===== src/rtl/instr_fetch_pkg.sv =====
// Shared definitions for the instruction fetch controller: FSM state
// encoding and default geometry.
package instr_fetch_pkg;

   localparam int OP_W_DEF      = 26;
   localparam int PTR_W_DEF     = 4;
   localparam int MEM_DEPTH_DEF = 10;

   typedef enum logic [2:0] {
      IDLE,
      LOAD,
      ISSUE,
      WAIT,
      PRESENT,
      DONE
   } fetch_state_t;

endpackage


===== src/rtl/fetch_pc.sv =====
// Pointer register with clear, load and increment controls. One instance
// serves as the load address in LOAD and as the program counter when fetching.
module fetch_pc #(
   parameter int PTR_W = instr_fetch_pkg::PTR_W_DEF
) (
   input  logic             clk,
   input  logic             reset,
   input  logic             clear,
   input  logic             inc,
   input  logic             load,
   input  logic [PTR_W-1:0] load_value,
   output logic [PTR_W-1:0] ptr
);

   // NOTE: sequential state uses non-blocking assignments so every register
   // samples pre-edge values, independent of block ordering.
   always_ff @(posedge clk) begin
      if (reset || clear)
         ptr <= '0;
      else if (load)
         ptr <= load_value;
      else if (inc)
         ptr <= ptr + PTR_W'(1);
   end

endmodule


===== src/rtl/instr_fetch_ctrl.sv =====
// Instruction fetch controller: loads program words into an external memory,
// then fetches them in order for the execution engine.
// Optional macro INSTR_FETCH_JUMP_EN enables jump_valid/jump_addr redirection.
module instr_fetch_ctrl
   import instr_fetch_pkg::*;
#(
   parameter int OP_W      = OP_W_DEF,
   parameter int PTR_W     = PTR_W_DEF,
   parameter int MEM_DEPTH = MEM_DEPTH_DEF
) (
   input  logic             clk,
   input  logic             reset,
   input  logic             load_en,
   input  logic             load_valid,
   input  logic [OP_W-1:0]  load_data,
   output logic             load_ready,
   input  logic             start,
   input  logic [PTR_W-1:0] prog_len,
   output logic [PTR_W-1:0] prog_pointer,
   output logic             write_data,
   output logic [OP_W-1:0]  data_to_write,
   input  logic [OP_W-1:0]  opcode,
   output logic [OP_W-1:0]  instr_out,
   output logic             instr_valid,
   input  logic             instr_ready,
   output logic             busy,
   output logic             done,
   input  logic             jump_valid,
   input  logic [PTR_W-1:0] jump_addr
);

   localparam logic [PTR_W-1:0] DEPTH_P = PTR_W'(MEM_DEPTH);
   localparam logic [PTR_W-1:0] LAST_P  = PTR_W'(MEM_DEPTH - 1);

   fetch_state_t     state;
   logic [PTR_W-1:0] len;
   logic [PTR_W-1:0] ptr;
   logic [PTR_W-1:0] start_len;
   logic             idle_like;
   logic             go_load;
   logic             go_start;
   logic             accept;
   logic             last;
   logic             jump_take;
   logic             jump_ok;
   logic             pc_clear;
   logic             pc_inc;
   logic             pc_load;

   assign idle_like = (state == IDLE) || (state == DONE);
   assign go_load   = idle_like && load_en;
   assign go_start  = idle_like && !load_en && start;
   assign start_len = (prog_len > DEPTH_P) ? DEPTH_P : prog_len;
   assign accept    = (state == PRESENT) && instr_valid && instr_ready;
   assign last      = ({1'b0, ptr} + (PTR_W+1)'(1)) == {1'b0, len};

   // Write strobe is combinational but forced low while reset is asserted so
   // a reset landing mid-load can never commit another word.
   assign load_ready    = (state == LOAD) && (ptr < DEPTH_P) && !reset;
   assign write_data    = load_valid && load_ready;
   assign data_to_write = write_data ? load_data : '0;
   assign prog_pointer  = ptr;
   assign busy          = (state == LOAD) || (state == ISSUE) ||
                          (state == WAIT) || (state == PRESENT);
   assign done          = (state == DONE);

`ifdef INSTR_FETCH_JUMP_EN
   assign jump_take = accept && jump_valid;
   assign jump_ok   = jump_addr < len;
`else
   logic unused_jump;
   assign unused_jump = ^{jump_valid, jump_addr};
   assign jump_take   = 1'b0;
   assign jump_ok     = 1'b0;
`endif

   assign pc_clear = go_load || go_start;
   assign pc_load  = jump_take && jump_ok;
   assign pc_inc   = write_data || (accept && !jump_take && !last);

   fetch_pc #(.PTR_W(PTR_W)) u_pc (
      .clk        (clk),
      .reset      (reset),
      .clear      (pc_clear),
      .inc        (pc_inc),
      .load       (pc_load),
      .load_value (jump_addr),
      .ptr        (ptr)
   );

   always_ff @(posedge clk) begin
      if (reset) begin
         state       <= IDLE;
         len         <= '0;
         instr_out   <= '0;
         instr_valid <= 1'b0;
      end else begin
         case (state)
            IDLE, DONE: begin
               if (load_en) begin
                  state <= LOAD;
               end else if (start) begin
                  len   <= start_len;
                  state <= (start_len == '0) ? DONE : ISSUE;
               end
            end
            LOAD: begin
               if (!load_en || !load_ready || (write_data && ptr == LAST_P))
                  state <= IDLE;
            end
            ISSUE: state <= WAIT;
            WAIT: begin
               // Memory returns mem[ptr] one clock after ISSUE presented it.
               instr_out   <= opcode;
               instr_valid <= 1'b1;
               state       <= PRESENT;
            end
            PRESENT: begin
               if (accept) begin
                  instr_valid <= 1'b0;
                  if (jump_take)
                     state <= jump_ok ? ISSUE : DONE;
                  else
                     state <= last ? DONE : ISSUE;
               end
            end
            default: state <= IDLE;
         endcase
      end
   end

endmodule


===== config.mk =====
export PLATFORM = sky130hd
export DESIGN_NAME = instr_fetch_ctrl
export DESIGN_NICKNAME = d
export VERILOG_FILES = /design/src/rtl/instr_fetch_pkg.sv /design/src/rtl/fetch_pc.sv /design/src/rtl/instr_fetch_ctrl.sv
export SDC_FILE = /design/constraint.sdc
export NUM_CORES = 1
export LEC_CHECK = 0
export CAP_MARGIN = 10
export CORE_AREA = 2 2 91 93
export CTS_BUF_LIST = sky130_fd_sc_hd__clkbuf_8
export DETAILED_ROUTE_END_ITERATION = 7
export DIE_AREA = 0 0 93 95
export PLACE_DENSITY_LB_ADDON = 0.3
export SYNTH_ARGS = -nofsm -noshare
export SYNTH_HDL_FRONTEND = slang
export SYNTH_HIERARCHICAL = 1
export SYNTH_SLANG_ARGS = --single-unit

===== constraint.sdc =====
create_clock -name clk -period 6.9 [get_ports clk]
set_input_delay 1.38 -clock clk [delete_from_list [all_inputs] [get_ports clk]]
set_output_delay 1.38 -clock clk [all_outputs]
set_load 0.02 [all_outputs]

# Word level (Yosys, flattened, before mapping)
# Index checks and enable logic that the tools add are counted.
[word_totals]
ff_bits = 38
input_bits = 67
output_inout_bits = 61
elab_cells = 61
[op_classes]
addsub = 2
magnitude_cmp = 2
eq_ne = 10
n_mux = 11
bitwise = 1
n_reduce_logical = 30
[op_table]
columns = ["cell", "count"]
rows = [
  ["two-way mux 26 bit", 1],
  ["two-way mux 3 bit", 6],
  ["one-hot mux 3 bit (5 select lines)", 1],
  ["logical AND 1 bit", 10],
  ["logical OR 1 bit", 9],
  ["== test 3 x 2 -> 1 bit (second input constant)", 2],
  ["== test 3 bit (second input constant)", 2],
  ["AND reduction 3 bit", 2],
  ["adder 4 x 1 -> 5 bit (second input constant)", 1],
  ["== test 5 x 4 -> 1 bit", 1],
  ["adder 4 x 1 -> 4 bit (second input constant)", 1],
  ["== test 4 bit (second input constant)", 1],
  ["> comparator 4 bit (second input constant)", 1],
  ["logical NOT 1 bit", 4],
  ["logical NOT 4 bit", 1],
  ["less-than comparator 4 bit (second input constant)", 1],
  ["two-way mux 4 bit", 1],
  ["== test 3 x 1 -> 1 bit (second input constant)", 1],
  ["logical NOT 3 bit", 1],
  ["!= test 3 bit (second input constant)", 1],
  ["!= test 2 x 1 -> 1 bit (second input constant)", 1],
  ["!= test 2 bit (second input constant)", 1],
  ["one-hot mux 1 bit (2 select lines)", 1],
  ["AND reduction 2 bit", 1],
  ["other kinds (4)", 4],
]

# Longest topological paths before layout
[depth]
depth_word = 8
depth_mapped = 9
ltp_nobuf = 9

# By module
# The synthesis kept the hierarchy.
[modules_own_cells]
columns = ["mod", "instances", "cells_each", "area_per_inst_um2", "seq_area_each_um2"]
rows = [
  ["instr_fetch_ctrl", 1, 225, 1696.6, 680.7],
  ["fetch_pc", 1, 23, 196.4, 80.1],
]

# Least setup slack after synthesis
# Ideal clock, no wire load.
[synth_path]
path_kind = "input-to-output"
from = "in reset"
to = "out data_to_write[17]"
arrival_ns = 2.919
required_ns = 5.520
slack_ns = 2.601
stages = 6
path_buffers = 3
cell_sequence = "clkbuf_1 nor4b_1 and3_1 clkbuf_1 clkbuf_1 and2_1"
[synth_via]
elab_chain_len = 4
[synth_lines]
columns = ["element", "line_no", "source"]
rows = [
  ["start, declared", "instr_fetch_ctrl.sv:12", "input logic reset,"],
  ["logical NOT 1 bit", "instr_fetch_ctrl.sv:59", "assign load_ready = (state == LOAD) && (ptr < DEPTH_P) && !reset;"],
  ["logical AND 1 bit", "instr_fetch_ctrl.sv:59", ""],
  ["logical AND 1 bit", "instr_fetch_ctrl.sv:60", "assign write_data = load_valid && load_ready;"],
  ["named net write_data", "instr_fetch_ctrl.sv:20", "output logic write_data,"],
  ["two-way mux 26 bit", "instr_fetch_ctrl.sv:61", "assign data_to_write = write_data ? load_data : '0;"],
  ["end, declared", "instr_fetch_ctrl.sv:21", "output logic [OP_W-1:0] data_to_write,"],
]
# The timed path passes the listed nets, and every way through them passes these cells.

# Worst setup path after layout
[layout_path]
from = "in reset"
to = "out data_to_write[9]"
[layout_via]
elab_chain_len = 4
[layout_lines]
columns = ["element", "line_no"]
rows = [
  ["logical NOT 1 bit", "instr_fetch_ctrl.sv:59"],
  ["logical AND 1 bit", "instr_fetch_ctrl.sv:59"],
  ["logical AND 1 bit", "instr_fetch_ctrl.sv:60"],
  ["two-way mux 26 bit", "instr_fetch_ctrl.sv:61"],
]
# No other way between the ends.

==> key figures <==
Status
  • Status: finished clean

Detailed routing
  • Antenna-violating nets left: 0
  • Wirelength per Cell: 12.4 um
  • Remaining DRCs: 0
  • DRC marker count from the first detailed-route iteration: just over 100
  • Routed vias/inst: ~4.2
  • Drt total wl: slightly below 6000 um
  • First-pass iteration count of the detailed router: 4
  • DR vias: 1,981

Floorplanning
  • Initial Util: 0.239
  • # rows: 33
  • Die width: 93 um
  • Full die area: between 8000 and 9000 sq um
  • Core footprint: between 7000 and 8000 sq um
  • Chip Height: 95 um
  • I/O pin count: between 100 and 150

GRT
  • GRT Util Overall: 0.129
  • Vias in the first global route: 1,771
  • Largest net degree at the start of global routing: 37
  • Initial antenna violation count: 0
  • First-pass GRT wire length: roughly 9200 um
  • Total grt overflow: 0

Synthesis
  • Asr flop ratio synth: 0
  • Avg Inst Size Synth: 7.63 sq um
  • Synth Cell Area: about 1900 sq um
  • Dominant cell type by area after synthesis: dfxtp_1
  • Top post-synthesis cells by area: dfxtp_1 (40%), nand2_1 (12%), and2_1 (9.6%)
  • Yosys cell types: 39
  • Synth warnings: 6
  • Post-synth top area share: 0.402
  • Top FF cell, synth: dfxtp_1
  • Cells after Synth: approximately 250
  • EDFF count, synth: 0
  • Post-synthesis sequential area ratio: 0.402
  • FF+latch count, synth: 38

CTS
  • H-tree levels: 2
  • CTS Buf Count: 5
  • Postcts setup bufs: 0
  • TritonCTS clock tree: built
  • Sink Count: 38
  • Worst-Skew Late Latency: roughly 0.28 ns
  • Clock slew at reported path FFs: 0.08 ns
  • CTS resizes: 0
  • Hold bufs inserted after CTS: 0
  • Clock tree buffer depth: 2
  • Clock tree root driver cell: clkbuf_8

Cells and area
  • Design area: approximately 3400 sq um
  • Share of cells above drive strength 1: 0.0270
  • Fin util: 0.426
  • Antenna fix cells: 0
  • Non-Filler Instances: 476
  • Layout area overhead: 78.5%
  • Final #Nets: 440

STA
  • RSZ-0062 raised after global routing: false
  • Worst Skew: 0.00637 ns
  • Hold Fails Final Rpt: 0
  • Fmax: between 150 and 200 MHz
  • Setup_tns: 0 ns
  • Period utilization: 0.777
  • Final setup margin: about 1.5 ns
  • Worst hold slack: 0.456 ns
  • Rel. slew slack: 0.288
  • Transition time of the tightest slew-check pin: roughly 1.1 ns
  • Final min period: approximately 5.4 ns
  • Pins over their slew limit: 0
  • Setup-failing EPs final: 0

Run
  • Max Cap Viol: 0

Placed design
  • Inst Count DP: roughly 470
  • Final GP Congestion: around 0.77
  • Port Buffers: 126
  • Post-DP Area: roughly 3200 sq um
  • Pre-CTS setup slack: 1.50 ns
  • Placed wire-length estimate: roughly 4400 um

Power and ir drop
  • Total power: approximately 0.8 mW
  • Worst vdd ir: a little under 0.0001 V
  • Power Dens Cells: 239 nW/um^2
  • LEAKAGE: 1.20 nW

Hold path
  • Min-delay worst type: reg2reg

Worst setup path
  • Crit path arrival time: 3.98 ns
  • Critical path class: in2out
  • Crit Path Max Fanout: 36
  • Crit path launch type: input port
  • Critical Path End Type: primary output
  • CP required: between 5 and 6 ns
## power by group
part / total, mW / internal (mW) / switching [mW]
registers: 0.279 / 0.243 / 0.0364
logic: 0.294 / 0.150 / 0.144
clock network: 0.233 / 0.154 / 0.0785
total: 0.807 / 0.547 / 0.259
## layer usage
layer / up-vias / part of all wire / GRT usage
li1: 1062 / - / -
met1: 884 / 0.47 / 0.180
met2: 33 / 0.50 / 0.208
met3: 2 / 0.026 / 0.0231
met4: 0 / 0.0054 / 0.0257
met5: - / 0 / 0
## layout by cell type (no fill, tap or decap), types with 6 or more instances in the layout
cell             count
xnor2_1              7
dfxtp_1             38
clkdlybuf4s50_1    126
and2_1              29
a21oi_1             31
nor2_1              10
o21ai_0              9
clkbuf_8             6
nand2_1             61
## kinds of logic (layout without fill, tap and decap cells)
family,after synthesis,in the layout,synth area share
xor gates and xnor gates,11,11,0.0509
other,1,5,0.00198
buffers and inverters,21,140,0.0482
adders and majority gates,3,3,0.0198
AOI/OAI and AO/OA,50,50,0.152
and+or+nand+nor,121,121,0.309
DFF,38,38,0.402
muxes,3,3,0.0159
## cells in the mapped netlist, drive strengths merged, types with 2 or more instances
| cell type | count |
|---|---|
| nand2 | 61 |
| nand4 | 3 |
| and2 | 29 |
| nor3b | 2 |
| clkbuf | 12 |
| xor2 | 4 |
| xnor2 | 7 |
| ha | 3 |
| inv | 5 |
| buf | 4 |
| mux2i | 3 |
| and3 | 2 |
| nand3 | 4 |
| nor2 | 10 |
| dfxtp | 38 |
| o21ai | 9 |
| nor4 | 2 |
| a21oi | 32 |
| nor3 | 2 |
## final cells by class
cell class              count  area (sq um)
clock inverters             2          60.1
flip-flops and latches     38           761
fillers                   815          4550
repair buffers            127          1270
multi-input cells         193          1060
inverters                   5          18.8
clock buffers               6          82.6
well taps                 105           131
## worst paths after layout
| path | cells past startpoint | endpoint | from | slack [ns] |
|---|---|---|---|---|
| max | 6 | data_to_write[9] | reset | 1.54 |
| min | 2 | instr_out[16] | instr_out[16] | 0.46 |
| max reg2reg | 6 | u_pc/ptr[1] | state[0] | 4.47 |
| min reg2reg | 2 | instr_out[16] | instr_out[16] | 0.46 |
## worst max-delay path, cell delays in order
cell and delay, ns:
clkdlybuf4s50_1 0.39, buf_4 0.25, nor4b_1 0.40, and3_1 0.70, and2_1 0.23, clkdlybuf4s50_1 0.61
## registers in the layout, summed over array words and instances, names as in the netlist
signal,cells
instr_valid,1
instr_out,26
state,3
len,4
u_pc/ptr,4
Power figures use the tool's default switching activity.
